<file path="config.mk">
export PLATFORM = sky130hd
export DESIGN_NAME = arb_mux_n_to_1
export DESIGN_NICKNAME = d
export VERILOG_FILES = /design/src/rtl/arb_mux_n_to_1.sv
export SDC_FILE = /design/constraint.sdc
export NUM_CORES = 1
export LEC_CHECK = 0
export CORE_ASPECT_RATIO = 0.7
export CORE_UTILIZATION = 39
export CTS_CLUSTER_SIZE = 16
export DETAILED_ROUTE_END_ITERATION = 10
export HOLD_SLACK_MARGIN = 0.1
export MAX_ROUTING_LAYER = met4
export PLACE_DENSITY = 0.85
export SKIP_LAST_GASP = 1
export SLEW_MARGIN = 20
export SYNTH_ARGS = -nofsm -noshare
export SYNTH_HDL_FRONTEND = slang
export SYNTH_SLANG_ARGS = --single-unit
</file>
<file path="constraint.sdc">
create_clock -name clk -period 5.85 [get_ports clk]
set_input_delay 0.8775 -clock clk [delete_from_list [all_inputs] [get_ports clk]]
set_output_delay 0.8775 -clock clk [all_outputs]
set_load 0.01 [all_outputs]
</file>
<file path="src/rtl/arb_mux_n_to_1.sv">
// Registered N-to-1 multiplexer with internal fixed-priority or round-robin arbitration
// and valid/ready handshakes on every input channel and on the single output.
module arb_mux_n_to_1 #(
  parameter int WIDTH   = 16,
  parameter int NUM_IN  = 4,
  parameter int SEL_W   = 2,
  parameter int RR_MODE = 1
) (
  input  logic                    clk,
  input  logic                    rst_n,
  input  logic [NUM_IN*WIDTH-1:0] in_data,
  input  logic [NUM_IN-1:0]       in_valid,
  output logic [NUM_IN-1:0]       in_ready,
  output logic [WIDTH-1:0]        out_data,
  output logic [SEL_W-1:0]        out_sel,
  output logic                    out_valid,
  input  logic                    out_ready
);

  logic [WIDTH-1:0]  out_data_q, out_data_d;
  logic [SEL_W-1:0]  out_sel_q, out_sel_d;
  logic              out_valid_q, out_valid_d;
  logic [SEL_W-1:0]  rr_ptr_q, rr_ptr_d;

  logic              load;
  logic              found;
  logic [SEL_W-1:0]  gsel;
  logic [NUM_IN-1:0] grant;
  logic [WIDTH-1:0]  gdata;

  // Round-robin is two passes: first valid at or above rr_ptr, else lowest valid (the wrap).
  always_comb begin
    found = 1'b0;
    gsel  = '0;
    for (int c = 0; c < NUM_IN; c++) begin
      if (!found && in_valid[c] && (RR_MODE != 0) && (c >= int'(rr_ptr_q))) begin
        found = 1'b1;
        gsel  = SEL_W'(c);
      end
    end
    for (int c = 0; c < NUM_IN; c++) begin
      if (!found && in_valid[c]) begin
        found = 1'b1;
        gsel  = SEL_W'(c);
      end
    end
  end

  always_comb begin
    grant = '0;
    gdata = '0;
    for (int c = 0; c < NUM_IN; c++) begin
      if (found && (gsel == SEL_W'(c))) begin
        grant[c] = 1'b1;
        gdata    = in_data[c*WIDTH +: WIDTH];
      end
    end
  end

  assign load     = !out_valid_q || out_ready;
  assign in_ready = (rst_n && load) ? grant : '0;

  always_comb begin
    out_data_d  = out_data_q;
    out_sel_d   = out_sel_q;
    out_valid_d = out_valid_q;
    rr_ptr_d    = rr_ptr_q;
    if (load) begin
      out_valid_d = found;
      if (found) begin
        out_data_d = gdata;
        out_sel_d  = gsel;
        if (RR_MODE != 0) begin
          rr_ptr_d = (gsel == SEL_W'(NUM_IN - 1)) ? '0 : gsel + SEL_W'(1);
        end
      end
    end
  end

  always_ff @(posedge clk) begin
    if (!rst_n) begin
      out_data_q  <= '0;
      out_sel_q   <= '0;
      out_valid_q <= 1'b0;
      rr_ptr_q    <= '0;
    end else begin
      out_data_q  <= out_data_d;
      out_sel_q   <= out_sel_d;
      out_valid_q <= out_valid_d;
      rr_ptr_q    <= rr_ptr_d;
    end
  end

  assign out_data  = out_data_q;
  assign out_sel   = out_sel_q;
  assign out_valid = out_valid_q;

endmodule
</file>
==> impl_metrics.json <==
{
  "first_pass_iters": 4,
  "start_util_pct": 41.2,
  "cts-resized-gates": 0,
  "path_clk_slew_ps": 80,
  "syn_avg_cell_area_um2": 7.53,
  "rows": 18,
  "r2r_end": "out_data[12]",
  "viasPerCell": 5.23,
  "hpwl_um": 3400,
  "gp_routability_congestion": 0.855,
  "synth_top_area_share_pct": 28.5,
  "fin_tns_setup_ps": 0,
  "ant_nets": 0,
  "worstSetupStartpointType": "input port",
  "relSlewSlack_pct": 48.4,
  "min_path_cells": 1,
  "hold_class": "reg -> reg",
  "p_leak_nw": 1.01,
  "place_ws_ps": 1260,
  "io_pins": 94,
  "min_from": "out_data[3]",
  "crit_fanout": 33,
  "wl_per_cell_um": 14.3,
  "dieWidth_um": 75.5,
  "yosysMostFrequentCell": "nor2_1",
  "antenna_cells": 0,
  "clock.fmax_mhz": 238,
  "clock_latency_ps": 270,
  "r2r_cells": 9,
  "layout.nets": 354,
  "critPathCaptureType": "output port",
  "clock_path_buffers": 2,
  "synth_top_flop_cell": "dfxtp_1",
  "drc": 0,
  "busiest_layer": "met2",
  "ys_types": 29,
  "hold_viol_final": 0,
  "power_density_mw_per_mm2": 212,
  "grt_overflow": 0,
  "drt_iter0_drc": 56,
  "r2r_start": "rr_ptr_q[1]",
  "finClkSkew_ps": 3.53,
  "dr_total_vias": 1726,
  "worst_hold_slack_ps": 484,
  "synth-async-reset-ratio_pct": 0,
  "final_cells": 330,
  "status": "completed",
  "synth_edf_count": 0,
  "antenna_found_initial": 0,
  "use_met3_pct": 6.48,
  "grt_pass1_wl_um": 6800,
  "drive_gt1_share_pct": 5.36,
  "fillCellCount": 303,
  "grtUsageMet2_pct": 37.1,
  "grt_start_max_net_pins": 34,
  "final_max_slew_viol_count": 0,
  "die_area_mm2": 0.00404,
  "hold_buffers": 0,
  "use_met1_pct": 29.9,
  "cts_root_buffer": "clkbuf_8",
  "reg2reg_slack_ps": 3350,
  "die_h_um": 53.5,
  "min_period_ps": 4200,
  "min_to": "out_data[3]",
  "wl_um": 4700,
  "worstPathRequired_ps": 4970,
  "synth_nets": 269,
  "cap_violations": 0,
  "placedCellCount": 326,
  "fin_ws_ps": 1650,
  "yosys-top-cells-area": "dfxtp_1, nor2_1, a221oi_1, a22o_1, a21boi_0",
  "postCtsSetupBuffers": 0,
  "synthTopCellsByCount": "nor2_1, dfxtp_1, inv_1",
  "path_class": "in -> out",
  "worst_slew_pin_slew_ps": 774,
  "rsz0062_at_grt": "no",
  "cts_buffers": 3,
  "setup_viol": 0,
  "fin_crit_sh_pct": 71.8,
  "multi_input_area_um2": 900,
  "seqCellArea_um2": 420,
  "crit_arrival_ps": 3320,
  "gr-usage-all-layers_pct": 23.7,
  "syn_to_final_growth_pct": 66.7,
  "synth-seq-cells": 21,
  "yosysWarnings": 0,
  "syn_area_mm2": 0.00148,
  "cts.sinks": 21,
  "synth_seq_area_share_pct": 28.5,
  "grt_pass1_vias": 1492,
  "final_util_pct": 68.7,
  "core_region_area_mm2": 0.00358,
  "synth_top_area_cell": "dfxtp_1",
  "peakVddDrop_v": 0.000110,
  "syn_inst": 196,
  "portBuffers": 93,
  "cts_tree": "yes",
  "cts_max_level": 1
}
metal layers:
layer / routed length (µm) / up-vias
met5: 0 / -
met3: 410 / 3
met4: 22 / 0
li1: - / 865
met1: 2240 / 783
met2: 2030 / 75
state kept, by name, summed over array words and instances, names as in the netlist:
name / flops
out_valid: 1
rr_ptr_q: 2
out_sel: 2
out_data: 16
placed cells by master (no fill, tap or decap):
cell type / synthesis / routed
clkdlybuf4s50_1: 0 / 93
nor2_1: 38 / 38
inv_1: 21 / 21
dfxtp_1: 21 / 21
a21boi_0: 18 / 18
a221oi_1: 16 / 16
a22o_1: 16 / 16
o21ai_0: 15 / 15
a21oi_1: 6 / 6
nor2b_1: 5 / 5
nand2_1: 4 / 4
clkbuf_8: 0 / 3
buf_4: 1 / 3
mux2i_1: 2 / 2
o221a_2: 2 / 2
o22ai_1: 2 / 2
nand2b_1: 2 / 2
o21ai_1: 2 / 2
nand3b_1: 1 / 1
o21a_1: 1 / 1
o22ai_2: 1 / 1
o221ai_2: 1 / 1
nor4_4: 1 / 1
and3_1: 1 / 1
a21oi_2: 1 / 1
nand2_2: 1 / 1
ha_2: 0 / 1
ha_1: 2 / 1
clkinv_2: 0 / 1
area by class of cell:
type | instances | area share, %
Timing Repair Buffer | 96 | 38.7
Tap cell | 50 | 2.54
Sequential cell | 21 | 17.1
Multi-Input combinational cell | 138 | 36.6
Inverter | 21 | 3.20
Clock buffer | 3 | 1.68
Clock inverter | 1 | 0.203
metrics by stage:
step                power (mW)  instance area [µm²]
global route             0.554                 2460
global placement         0.419                 2410
floorplan                0.307                 1480
finish                   0.521                 2460
detailed placement       0.423                 2410
CTS                      0.523                 2460
power by group:
group | switching, mW | internal (mW)
clock | 0.0506 | 0.0476
sequential | 0.0150 | 0.166
combinational | 0.108 | 0.133
worst max-delay path: stages:
cell	delay (ps)
clkdlybuf4s50_1	560
a21oi_1	220
o21a_1	130
o22ai_1	110
inv_1	80
ha_2	540
nand2b_1	150
nor2_1	110
clkdlybuf4s50_1	540
worst max-delay path by stage:
| stage | start | endpoint | slack, ps | depth (start not counted) |
|---|---|---|---|---|
| after floorplan | in_valid[0] | in_ready[0] | 2580 | 8 |
| after global placement | in_valid[0] | in_ready[3] | 1400 | 9 |
| after detailed placement | in_valid[0] | in_ready[3] | 1260 | 9 |
| after CTS | in_valid[0] | in_ready[3] | 1260 | 9 |
| after global routing | in_valid[0] | in_ready[3] | 1430 | 9 |
| final | in_valid[0] | in_ready[3] | 1650 | 9 |
cells by family (layout without fill, tap and decap cells):
group,count (synthesis),in the layout,synth area share (%)
muxes,2,2,1.36
and+or+nand+nor,53,53,16.4
DFF,21,21,28.5
buffers and inverters,37,121,10.8
AOI/OAI and AO/OA,81,81,41.3
adders and majority gates,2,2,1.69
(Power assumes the default switching activity.)
